<file path="src/rtl/pwm_peripheral.sv">
// pwm_peripheral: drives 16 pins from the SPI config registers. Each pin is
// off, static-high, or the shared 8-bit PWM waveform. The duty value is
// double-buffered into a shadow register that only reloads at a period
// boundary, so a mid-period write can never produce a runt pulse.
module pwm_peripheral #(
    parameter int CLK_DIV = 13
) (
    input  logic        clk,
    input  logic        rst,
    input  logic [7:0]  en_reg_out_7_0,
    input  logic [7:0]  en_reg_out_15_8,
    input  logic [7:0]  en_reg_pwm_7_0,
    input  logic [7:0]  en_reg_pwm_15_8,
    input  logic [7:0]  pwm_duty_cycle,
    output logic [15:0] out,
    output logic        period_start
);

    // Prescaler is at least one bit wide so CLK_DIV=1 still elaborates.
    localparam int              PW      = (CLK_DIV > 1) ? $clog2(CLK_DIV) : 1;
    localparam logic [PW-1:0]   PRE_MAX = PW'(CLK_DIV - 1);

    logic [PW-1:0] r_prescaler;
    logic [7:0]    r_pwm_cnt;
    logic [7:0]    r_duty_shadow;

    logic          w_tick;
    logic          w_boundary;
    logic          w_pwm_level;
    logic [15:0]   w_en_out;
    logic [15:0]   w_en_pwm;

    assign w_tick      = (r_prescaler == PRE_MAX);
    assign w_boundary  = w_tick && (r_pwm_cnt == 8'hFF);
    // 0xFF is forced fully high so there is no one-step low gap at the end.
    assign w_pwm_level = (r_duty_shadow == 8'hFF) || (r_pwm_cnt < r_duty_shadow);
    assign w_en_out    = {en_reg_out_15_8, en_reg_out_7_0};
    assign w_en_pwm    = {en_reg_pwm_15_8, en_reg_pwm_7_0};

    // Prescaler: count 0..CLK_DIV-1, wrap on tick.
    always_ff @(posedge clk or posedge rst) begin
        if (rst) begin
            r_prescaler <= '0;
        end else if (w_tick) begin
            r_prescaler <= '0;
        end else begin
            r_prescaler <= r_prescaler + PW'(1);
        end
    end

    // PWM step counter: advances once per tick, wraps naturally 255->0.
    always_ff @(posedge clk or posedge rst) begin
        if (rst) begin
            r_pwm_cnt <= 8'h00;
        end else if (w_tick) begin
            r_pwm_cnt <= r_pwm_cnt + 8'h01;
        end
    end

    // Shadow duty reload and period_start pulse, both at the period boundary;
    // the pulse is registered so it lines up with pwm_cnt==0.
    always_ff @(posedge clk or posedge rst) begin
        if (rst) begin
            r_duty_shadow <= 8'h00;
            period_start  <= 1'b0;
        end else begin
            period_start <= w_boundary;
            if (w_boundary) begin
                r_duty_shadow <= pwm_duty_cycle;
            end
        end
    end

    // Registered pin drive: enable gates everything, select picks PWM or high.
    always_ff @(posedge clk or posedge rst) begin
        if (rst) begin
            out <= 16'h0000;
        end else begin
            out <= w_en_out & (~w_en_pwm | {16{w_pwm_level}});
        end
    end

endmodule

</file>
<file path="config.mk">
export PLATFORM = sky130hd
export DESIGN_NAME = pwm_peripheral
export DESIGN_NICKNAME = d
export VERILOG_FILES = /design/src/rtl/pwm_peripheral.sv
export SDC_FILE = /design/constraint.sdc
export NUM_CORES = 1
export LEC_CHECK = 0
export CAP_MARGIN = 5
export CORE_ASPECT_RATIO = 2
export CORE_MARGIN = 5
export CORE_UTILIZATION = 40
export CTS_CLUSTER_SIZE = 16
export DETAILED_ROUTE_END_ITERATION = 10
export MAX_ROUTING_LAYER = met4
export PLACE_DENSITY = 0.79
export SLEW_MARGIN = 40
export SYNTH_ARGS = -nofsm -noshare
export SYNTH_HDL_FRONTEND = slang
export SYNTH_SLANG_ARGS = --single-unit
</file>
<file path="constraint.sdc">
create_clock -name clk -period 2.78 [get_ports clk]
set_clock_uncertainty 0.2 [all_clocks]
set_input_delay 0.417 -clock clk [delete_from_list [all_inputs] [get_ports clk]]
set_output_delay 0.417 -clock clk [all_outputs]
set_load 0.02 [all_outputs]
</file>
After elaboration in Yosys (flattened, before gate mapping)
Cells that the tools add are included.
{ "word_totals": {"elab_cells": 17, "ff_bits": 37, "output_inout_bits": 17, "inputBits": 42} }
{ "classes": {"magnitude_cmp": 1, "bitwise": 3, "add_sub_neg": 2, "reduce_logical": 2, "n_eq_ne": 3, "muxes": 1} }
{ "op_table": {"columns": ["cell", "n"], "rows": [
  ["bitwise AND 16 bit", 1],
  ["== test 8 bit (second input constant)", 2],
  ["NOT 16 bit", 1],
  ["OR 16 bit", 1],
  ["adder 8 x 1 -> 8 bit (second input constant)", 1],
  ["less-than comparator 8 bit", 1],
  ["adder 4 x 1 -> 4 bit (second input constant)", 1],
  ["== test 4 bit (second input constant)", 1],
  ["two-way mux 4 bit", 1],
  ["logical AND 1 bit", 1],
  ["logical OR 1 bit", 1]
]} }

Logic depth before layout (Yosys ltp)
Gate-level depths: netlist of the first run.
{ "logic_depth": {"ltp_word": 4, "ltp_mapped": 7, "ltp_nobuf": 6} }

Least setup slack after synthesis of the first run
Ideal clock, no wire load.
{ "synth_timing": {"path_type": "register to register", "startpoint": "register r_pwm_cnt[5]", "endpoint": "register out[10]", "required_time_ps": 2458, "n_path_buf": 1, "setup_ps": 122, "stages_incl_launch_ff": 7, "period_less_slack_ps": 1925, "arrival_ps": 1603, "setup_slack_ps": 855, "cell_sequence": "dfrtp_1 > ha_1 > and4_1 > o21ai_1 > o32ai_2 > buf_6 > a21boi_2"} }
{ "synth_between": {"elab_chain_cells": 4} }
{ "synth_lines": {"columns": ["item", "line_no", "rtl"], "rows": [
  ["from (decl)", "24", "logic [7:0] r_pwm_cnt;"],
  ["from (signal assigned)", "56", "r_pwm_cnt <= r_pwm_cnt + 8'h01;"],
  ["less-than comparator 8 bit", "36", "assign w_pwm_level = (r_duty_shadow == 8'hFF) || (r_pwm_cnt < r_duty_shadow);"],
  ["logical OR 1 bit", "36", null],
  ["OR 16 bit", "79", "out <= w_en_out & (~w_en_pwm | {16{w_pwm_level}});"],
  ["bitwise AND 16 bit", "79", null],
  ["to (signal assigned)", "79", null],
  ["to (decl)", "15", "output logic [15:0] out,"]
]} }
No other way between the ends.
A chain may end at the register's enable or synchronous reset.

Final worst setup path of the first run
{ "layout_timing": {"startpoint": "register r_pwm_cnt[4]", "endpoint": "register out[6]"} }
The elaborated chain is that of the path after synthesis.

==> summary.md, run 1 <==
| Metric | Value |
|---|---|
| Final setup vio count | `0` |
| Die Span X | `56.0 um` |
| Sequential group share of total power | `0.535` |
| Area growth syn-to-layout | `42.6%` |
| Post-detail-place hpwl | `3310 um` |
| FMAX | `463 MHz` |
| Register bit total from synthesis | `37` |
| Hold Path Stages | `1` |
| Critical Path RT | `2.75 ns` |
| Total routed wirelength | `3940 um` |
| Total CTS buffers | `5` |
| Met2 Track Usage GR | `0.293` |
| Pwr per Cell Area | `429 mW/mm2` |
| FFs w/ async S/R, synth | `1.00` |
| Post-layout minimum cycle time | `2.16 ns` |
| Level count of the clock H-tree | `2` |
| Vias/cell | `5.02` |
| Design area | `0.00241 mm2` |
| Routed Antenna Nets | `0` |
| CTS resizes | `0` |
| Clock Power Share | `0.346` |
| Outcome | `completed` |
| 1st-iter DRT viols | `10` |
| Synth cell types | `28` |
| Clk buf depth | `2` |
| Vias in the first global route | `1,359` |
| Setup crit start kind | `flip-flop` |
| Mapped Cells | `127` |
| Setup repair bufs after CTS | `0` |
| RSZ-0062 raised after global routing | `no` |
| Max IR drop VDD | `0.000391 V` |
| Post-Place Cell Area | `0.00233 mm2` |
| Final hold vios | `0` |
| Post-Syn Nets | `179` |
| Filler instances | `338` |
| Die Y | `102 um` |
| P_int | `802 uW` |
| Top FF cell, synth | `dfrtp_1` |
| TNS Setup | `0 ns` |
| Routability-driven placement congestion ratio | `0.772` |
| Most frequent cells in the layout | `clkdlybuf4s50_1, dfrtp_1, inv_1, a21boi_2, ha_1` |
| Net Sw Power | `232 uW` |
| Mean post-synth cell area | `13.3 um2` |
| Crit Reg-Reg Startpoint | `r_pwm_cnt[4]` |
| Inserted Diodes | `0` |
| Most common cell after layout, fill and taps aside | `clkdlybuf4s50_1` |
| Share of post-route cells with drive strength above 1 | `0.166` |
| Maximum number of pins on one net before global-route repair | `38` |
| Number of enable flip-flop cells after synthesis | `0` |
| Post-cts hold buffer count | `0` |
| Core area | `0.00409 mm2` |
| Max-cap violation count | `0` |
| Critical path class | `flip-flop to flip-flop` |
| First-pass GRT wire length | `6280 um` |
| Sequential share of the synthesized area | `0.548` |
| DRT Pass-1 Iters | `4` |
| Slew HR | `0.692` |
| Layout Utilization | `0.590` |
| Fin nets | `244` |
| Initial antenna violation count | `0` |
| FP Rows | `33` |
| Period Utilization, post-route | `0.777` |
| Grt peak-use layer | `met2` |
| Sw frac | `0.224` |
| Reg-to-reg endpoint | `out[6]` |
| Worst hold endpoint | `r_prescaler[3]` |
| Critical path endpoint category | `flip-flop` |
| Critical Path AT | `2.13 ns` |
| DRC | `0` |
| Worst Max-Slew Pin Slew | `0.462 ns` |
| Leakage power | `0.00107 uW` |
| I/O pins | `59` |
| Critical hold path startpoint | `r_prescaler[3]` |
| Starting Density | `0.414` |
| Gr usage total | `0.150` |
| Synthesized area | `0.00169 mm2` |
| Tot Pwr | `1030 uW` |
| Worst Hold Class | `flip-flop to flip-flop` |
| Vias | `1,229` |
| Worst Reg-to-Reg Cells | `6` |
| Global route total overflow | `0` |
| Area of the die | `0.00570 mm2` |
| Yosys warnings | `0` |
| # port buffers | `58` |
| Combinational share of power | `0.119` |
| Final Max Slew Viols | `0` |
| DR WL/cell | `16.1 um` |
| Worst-Skew Late Latency | `0.29 ns` |
| CP Max Fanout | `10` |
| Met3 Usage GRT | `0.0329` |
| CTS root buffer | `clkbuf_8` |
| Reg2Reg Setup Slack | `0.62 ns` |
| Clock transition at path regs | `0.08 ns` |
| Clock sinks | `37` |
| GR Layer Usage met1 | `0.133` |
| CTS tree | `yes` |
-- cell usage after synthesis (2+ instances only) --
master,instances,area (um2)
nand2_1,8,30.0
nand4_1,5,31.3
nor2_1,5,18.8
mux2_2,8,90.1
a21oi_1,2,10.0
xnor2_1,7,61.3
a21boi_0,6,45.0
inv_1,11,41.3
a21boi_2,10,113
ha_1,10,125
dfrtp_1,37,926
buf_6,2,22.5
-- cells by family after synthesis --
family / after synthesis / synth area share
adders and majority gates: 10 / 0.0740
DFF: 37 / 0.548
AOI/OAI and AO/OA: 26 / 0.151
buffers and inverters: 13 / 0.0377
and+or+nand+nor: 25 / 0.0947
muxes: 8 / 0.0533
xor gates and xnor gates: 8 / 0.0415
-- worst max-delay path: stages (launching register included) --
cell	delay, ns
dfrtp_1	0.45
ha_1	0.31
and4_1	0.18
o21ai_1	0.07
o32ai_2	0.45
buf_4	0.31
a21boi_2	0.08
-- per-stage QoR --
step,setup slack [ns],std cells,hold slack [ns]
6_report,0.619,245,0.316
5_1_grt,0.501,245,0.327
4_1_cts,0.613,245,0.312
3_5_place_dp,0.635,237,0.300
3_3_place_gp,0.688,237,0.268
2_1_floorplan,0.855,127,0.249
-- metal layers --
metal,vias to the layer above,share of wire
met5,-,0
met4,0,0.021
met3,8,0.041
met2,40,0.62
met1,613,0.32
li1,568,-
-- area by class of cell --
type | instances | area [um2] | share of cell area
clock buffers | 6 | 72.6 | 0.0301
flip-flops and latches | 37 | 926 | 0.384
multi-input cells | 77 | 701 | 0.291
well taps | 52 | 65.1 | 0.0270
repair buffers | 60 | 596 | 0.247
inverters | 11 | 41.3 | 0.0171
clock inverters | 2 | 10.0 | 0.00415
-- power groups by stage --
stage               Combinational (uW)  Sequential [uW]  Clock (uW)
floorplan                         18.7              579           0
global placement                   122              563           0
detailed placement                 125              563           0
CTS                                126              553         371
global route                       131              554         391
finish                             123              553         358
-- worst max path at each step --
stage / start / end / slack [ns] / depth (start not counted)
after floorplan: r_pwm_cnt[5] / out[10] / 0.85 / 6
after global placement: r_pwm_cnt[5] / out[5] / 0.69 / 6
after detailed placement: r_pwm_cnt[4] / out[14] / 0.64 / 6
after CTS: r_pwm_cnt[4] / out[6] / 0.61 / 6
after global routing: r_pwm_cnt[5] / out[13] / 0.50 / 6
final: r_pwm_cnt[4] / out[6] / 0.62 / 6
-- state kept, by name, indices dropped and copies added, names as in the netlist --
| name | count |
|---|---|
| out | 16 |
| r_duty_shadow | 8 |
| r_pwm_cnt | 8 |
| r_prescaler | 4 |
| period_start | 1 |
Power figures use the tool's default switching activity.
==> run 2: changes to the inputs <==
- clock period: 2.78 -> 2.1 ns (I/O delays scaled with it)
==> run 2 against run 1 <==
  * Wire length fell by 2.5%
  * Critical path depth unchanged
  * Utilization rose by 0.70 points
  * Maximum frequency rose by 7.7%
  * Register-to-register slack got worse by 0.52 ns
  * Global-route usage is 0.30 points higher
  * Via count decreased by 1.5%
  * Design area increased by 1.2%
  * Count of clock-buffer cells in the layout is the same
  * Largest cell class unchanged
==> summary.md, run 2 (synthesis gave the netlist of run 1 again) <==
| Metric | Value |
|---|---|
| Setup repair bufs after CTS | `0 (unchanged)` |
| Vias in the first global route | `1,488 (+9.5%)` |
| Final Max Slew Viols | `0 (unchanged)` |
| 1st-iter DRT viols | `10 (unchanged)` |
| Worst Hold Class | `input pin to async pin` |
| Initial antenna violation count | `0 (unchanged)` |
| CP Max Fanout | `9 (-1)` |
| Crit-path slowest cell | `dfrtp_1` |
| Core area | `0.00409 mm2 (unchanged)` |
| Fin nets | `246 (+0.82%)` |
| Post-detail-place hpwl | `3180 um (-3.8%)` |
| Gr usage total | `0.153 (+0.00300)` |
| Starting Density | `0.414 (unchanged)` |
| Worst Path Buf+Inv | `1 (unchanged)` |
| Max-cap violation count | `0 (unchanged)` |
| Maximum number of pins on one net before global-route repair | `38 (unchanged)` |
| Period Utilization, post-route | `0.955 (+0.178)` |
| Area of the multi-input gates | `702 um2 (+0.18%)` |
| Global route total overflow | `0 (unchanged)` |
| Inserted Diodes | `0 (unchanged)` |
| Worst Reg-to-Reg Cells | `6 (unchanged)` |
| DRC | `0 (unchanged)` |
| Pwr per Cell Area | `557 mW/mm2 (+30%)` |
| Critical path endpoint category | `flip-flop` |
| Slew HR | `0.695 (+0.00237)` |
| Total CTS buffers | `5 (unchanged)` |
| Tot Pwr | `1360 uW (+31%)` |
| Critical Path AT | `1.98 ns (-0.15 ns)` |
| WHS | `0.226 ns (-0.0908 ns)` |
| Die Span X | `56.0 um (unchanged)` |
| CP peak stage delay | `0.41 ns (-0.04 ns)` |
| Post-layout minimum cycle time | `2.01 ns (-0.155 ns)` |
| Routability-driven placement congestion ratio | `0.771 (-0.13%)` |
| DR WL/cell | `15.6 um (-3.3%)` |
| CTS root buffer | `clkbuf_8` |
| Max reg flops | `16 (unchanged)` |
| CP Cell Sequence | `inv_1, ha_1, and3_2, nand4_4, nor2_8, mux2_2` |
| Setup crit start kind | `flip-flop` |
| I/O pins | `59 (unchanged)` |
| Vias | `1,211 (-1.5%)` |
| Max IR drop VDD | `0.000501 V (+28%)` |
| Critical Path RT | `2.07 ns (-0.68 ns)` |
| Final setup vio count | `0 (unchanged)` |
| Largest registers | `out x16, r_duty_shadow x8, r_pwm_cnt x8` |
| Outcome | `completed` |
| TNS Setup | `0 ns (unchanged)` |
| Post-Place Cell Area | `0.00236 mm2 (+1.2%)` |
| Clock sinks | `37 (unchanged)` |
| FMAX | `499 MHz (+7.7%)` |
| Post-cts hold buffer count | `0 (unchanged)` |
| Clk buf depth | `2 (unchanged)` |
| Critical path class | `flip-flop to flip-flop` |
| Routed Antenna Nets | `0 (unchanged)` |
| Sequential Area | `926 um2 (unchanged)` |
| DRT Pass-1 Iters | `3 (-1)` |
| Design area | `0.00244 mm2 (+1.2%)` |
| Leakage power | `0.00108 uW (+1.6%)` |
| CTS resizes | `0 (unchanged)` |
| Area of the die | `0.00570 mm2 (unchanged)` |
| First-pass GRT wire length | `6440 um (+2.6%)` |
| CP top delay family | `simple AND/OR/NAND/NOR gates` |
| Most common cell after layout, fill and taps aside | `clkdlybuf4s50_1` |
| # port buffers | `58 (unchanged)` |
| Filler instances | `313 (-7.4%)` |
| Final hold vios | `0 (unchanged)` |
| Most frequent cells in the layout | `clkdlybuf4s50_1, dfrtp_1, inv_1, a21boi_2, ha_1` |
| Area growth syn-to-layout | `44.3%` |
| Share of post-route cells with drive strength above 1 | `0.179 (+0.0137)` |
| Worst Max-Slew Pin Slew | `0.458 ns (-0.00355 ns)` |
| CTS tree | `yes` |
| Top reg by flops | `out` |
| Total routed wirelength | `3840 um (-2.5%)` |
| Die Y | `102 um (unchanged)` |
| Worst-Skew Late Latency | `0.28 ns (about the same)` |
| Critical path depth | `6 (unchanged)` |
| Level count of the clock H-tree | `2 (unchanged)` |
| FP Rows | `33 (unchanged)` |
| Clock transition at path regs | `0.07 ns (about the same)` |
| Vias/cell | `4.90 (-2.3%)` |
run 2: changes by cell type in the layout (fill, tap and decap cells not counted), sizes merged:
cell  change
buf       +2
run 2: final timing paths:
kind,from,end,slack [ns]
max in group asynchronous,rst,r_pwm_cnt[7],1.14
min in group clk,r_prescaler[0],r_prescaler[0],0.29
worst max register to register,r_prescaler[0],r_duty_shadow[7],0.09
worst min register to register,r_prescaler[0],r_prescaler[0],0.29
worst max-delay path,r_prescaler[0],r_duty_shadow[7],0.09
worst min-delay path,rst,out[6],0.23
run 2: area by class of cell:
| cell class | count | area share |
|---|---|---|
| Clock buffer | 6 | 0.0297 |
| Clock inverter | 2 | 0.00410 |
| Inverter | 11 | 0.0169 |
| Multi-Input combinational cell | 77 | 0.288 |
| Sequential cell | 37 | 0.379 |
| Tap cell | 52 | 0.0267 |
| Timing Repair Buffer | 62 | 0.255 |
run 2: metrics by stage:
stage,setup slack (ns),cells,utilization
after CTS,0.00939,247,0.597
final,0.0941,247,0.597
after detailed placement,0.0208,239,0.576
after global routing,-0.00757,247,0.597
after global placement,0.104,239,0.576
after floorplan,0.175,127,-
run 2: routing by layer:
metal | vias up | part of all wire | GRT usage
met2 | 44 | 0.60 | 0.307
li1 | 571 | - | -
met1 | 588 | 0.33 | 0.133
met4 | 0 | 0.023 | 0.0658
met3 | 8 | 0.041 | 0.0278
met5 | - | 0 | -
run 2: worst min-delay path: cells and delay by family:
kind / cells / cell delay (ns)
buffers and inverters: 3 / 0.83
run 2: power by group:
group	total [uW]	internal, uW	switching, uW	leakage (uW)
combinational	161	105	56.8	0.000558
sequential	732	728	4.27	0.000479
clock	466	230	236	0.0000450
total	1360	1060	297	0.00108
==> run 3: changes to the inputs <==
- SETUP_SLACK_MARGIN: not set -> 0.4
==> run 3 against run 2 <==
  * Sequential power about the same
  * Clock power increased by 37%
  * Total power increased by 12%
  * Setup slack improved by 0.047 ns
  * Final cell count increased by 8.9%
  * Highest routed layer unchanged
  * Via count increased by 11%
  * First-iteration DRC count increased by 140%
  * Utilization increased by 8.7 points
  * Die area unchanged
  * Wire length increased by 19%
  * Combinational power decreased by 2%
  * Hold slack about the same
==> summary.md, run 3 (synthesis gave the netlist of run 1 again) <==
| Metric | Value |
|---|---|
| CP Max Fanout | `8 (-1)` |
| Met2 Track Usage GR | `0.340 (+0.0334)` |
| Leakage power | `0.00129 uW (+19%)` |
| Clock sinks | `37 (unchanged)` |
| Slew HR | `0.695 (about the same)` |
| Routed Antenna Nets | `0 (unchanged)` |
| Maximum number of pins on one net before global-route repair | `38 (unchanged)` |
| Worst Max-Slew Pin Slew | `0.458 ns (-0.000291 ns)` |
| Area of the die | `0.00570 mm2 (unchanged)` |
| Met3 Usage GRT | `0.0341 (+0.00632)` |
| Final Max Slew Viols | `0 (unchanged)` |
| DRC | `0 (unchanged)` |
| # port buffers | `58 (unchanged)` |
| Vias in the first global route | `1,530 (+2.8%)` |
| Die Span X | `56.0 um (unchanged)` |
| FP Rows | `33 (unchanged)` |
| 1st-iter DRT viols | `24 (+14)` |
| Max IR drop VDD | `0.000544 V (+8.6%)` |
| TNS Setup | `0 ns (unchanged)` |
| Gr usage total | `0.168 (+0.0155)` |
| CP peak stage delay | `0.42 ns (about the same)` |
| Area growth syn-to-layout | `65.3%` |
| Final setup vio count | `0 (unchanged)` |
| I/O pins | `59 (unchanged)` |
| Critical Path AT | `1.97 ns (about the same)` |
| Worst-Skew Late Latency | `0.29 ns (about the same)` |
| DRT Pass-1 Iters | `4 (+1)` |
| Crit Reg-Reg Startpoint | `r_pwm_cnt[1]` |
| Vias | `1,339 (+11%)` |
| Core area | `0.00409 mm2 (unchanged)` |
| Largest registers | `out x16, r_duty_shadow x8, r_pwm_cnt x8` |
| Critical Path RT | `2.11 ns (+0.04 ns)` |
| Fin nets | `268 (+8.9%)` |
| First-pass GRT wire length | `6930 um (+7.6%)` |
| Critical path endpoint category | `flip-flop` |
| Post-route setup slack | `0.142 ns (+0.0474 ns)` |
| Final hold vios | `0 (unchanged)` |
| Reg-to-reg endpoint | `out[15]` |
| Starting Density | `0.414 (unchanged)` |
| Clk buf depth | `2 (unchanged)` |
| Inserted Diodes | `0 (unchanged)` |
| Initial antenna violation count | `0 (unchanged)` |
| CP Cell Sequence | `ha_1, a2111oi_4, o32ai_4, buf_4, buf_12, a21boi_1` |
| Critical path class | `flip-flop to flip-flop` |
| Grt peak-use layer | `met2` |
| Most common cell after layout, fill and taps aside | `clkdlybuf4s50_1` |
| Global route total overflow | `0 (unchanged)` |
| Post-detail-place hpwl | `3160 um (-0.58%)` |
| Level count of the clock H-tree | `2 (unchanged)` |
| Vias/cell | `4.98 (+1.5%)` |
| Share of post-route cells with drive strength above 1 | `0.364 (+0.185)` |
| Crit-path slowest cell | `dfrtp_1` |
| Pwr per Cell Area | `547 mW/mm2 (-1.8%)` |
| Max reg flops | `16 (unchanged)` |
| DR WL/cell | `17.0 um (+9.3%)` |
| Period Utilization, post-route | `0.933 (-0.0226)` |
| Outcome | `completed` |
| Total routed wirelength | `4580 um (+19%)` |
| Most frequent cells in the layout | `clkdlybuf4s50_1, dfrtp_1, buf_4, dlygate4sd2_1, a21boi_2` |
| GR Layer Usage met1 | `0.135 (+0.00189)` |
| Place WS | `0.00292 ns (-0.0179 ns)` |
| Setup crit start kind | `flip-flop` |
| CP endpoint | `out[15]` |
| Clock transition at path regs | `0.07 ns (about the same)` |
| Max-cap violation count | `0 (unchanged)` |
| Worst Hold Class | `input pin to async pin` |
| RSZ-0062 raised after global routing | `yes` |
| CP Launch Point | `r_pwm_cnt[1]` |
| Filler instances | `279 (-11%)` |
| CTS root buffer | `clkbuf_8` |
| Post-cts hold buffer count | `0 (unchanged)` |
| CTS tree | `yes` |
| Total CTS buffers | `5 (unchanged)` |
| Reg2Reg Setup Slack | `0.14 ns (+0.05 ns)` |
| Top reg by flops | `out` |
| Die Y | `102 um (unchanged)` |
| Routability-driven placement congestion ratio | `0.827 (+7.2%)` |
| Post-layout minimum cycle time | `1.96 ns (-0.0474 ns)` |
| Worst Reg-to-Reg Cells | `6 (unchanged)` |
| FMAX | `511 MHz (+2.4%)` |
[run 3: cell types whose count changed in the layout (fill, tap and decap cells not counted), moves of 3 or more]
cell	change
ha_1	-4
mux2_2	-8
buf_4	+17
dfrtp_2	+3
ha_4	+4
a21boi_2	+5
a21boi_0	-6
dlygate4sd2_1	+17
clkdlybuf4s50_1	-17
dfrtp_1	-3
mux2_4	+8
inv_2	+4
inv_1	-4
buf_6	+4
[run 3: power by group]
group	leakage (uW)	switching, uW	internal [uW]	total (uW)
registers	0.000474	3.91	727	731
clock network	0.0000574	254	386	640
logic	0.000754	59.8	96.9	157
total	0.00129	318	1210	1530
[run 3: how the worst min path moves through the flow]
stage,start,to,slack [ns],depth (start not counted)
2_1_floorplan,en_reg_pwm_15_8[2],out[10],0.19,1
3_3_place_gp,r_prescaler[0],r_prescaler[0],0.27,1
3_5_place_dp,r_prescaler[0],r_prescaler[0],0.28,1
4_1_cts,rst,r_duty_shadow[3],0.23,3
5_1_grt,rst,r_duty_shadow[3],0.27,3
6_report,rst,r_duty_shadow[3],0.23,3
[run 3: timing repair]
action                                  in CTS  in global routing
endpoints found under the setup margin      44                 27
cloned                                       1                  0
pin swaps                                   11                  5
buffers inserted                            18                  4
resized for setup                           52                 10
[run 3: stage by stage]
step | util | hold WS (ns) | instance area [um2] | instances | power, uW
2_1_floorplan | - | 0.193 | 1700 | 127 | 792
3_3_place_gp | 0.578 | 0.266 | 2360 | 238 | 908
3_5_place_dp | 0.578 | 0.275 | 2360 | 238 | 912
4_1_cts | 0.668 | 0.232 | 2730 | 265 | 1540
5_1_grt | 0.684 | 0.266 | 2790 | 269 | 1580
6_report | 0.684 | 0.226 | 2790 | 269 | 1530
[run 3: final cells by class]
cell class / instances / area (um2) / share of cell area
repair buffers: 84 / 800 / 0.286
well taps: 52 / 65.1 / 0.0233
multi-input cells: 77 / 838 / 0.300
clock buffers: 6 / 82.6 / 0.0296
flip-flops and latches: 37 / 930 / 0.333
inverters: 11 / 41.3 / 0.0148
clock inverters: 2 / 37.5 / 0.0134
[run 3: worst max-delay path, delay by kind of cell, from the launching register on]
family / cells / cell delay (ns)
buffers and inverters: 2 / 0.28
AOI/OAI and AO/OA: 3 / 0.65
DFF: 1 / 0.42
adders and majority gates: 1 / 0.34
[run 3: routing by layer]
metal,wire length (um),vias to the layer above
met4,128,0
li1,-,618
met5,0,-
met3,204,10
met1,1430,661
met2,2810,50
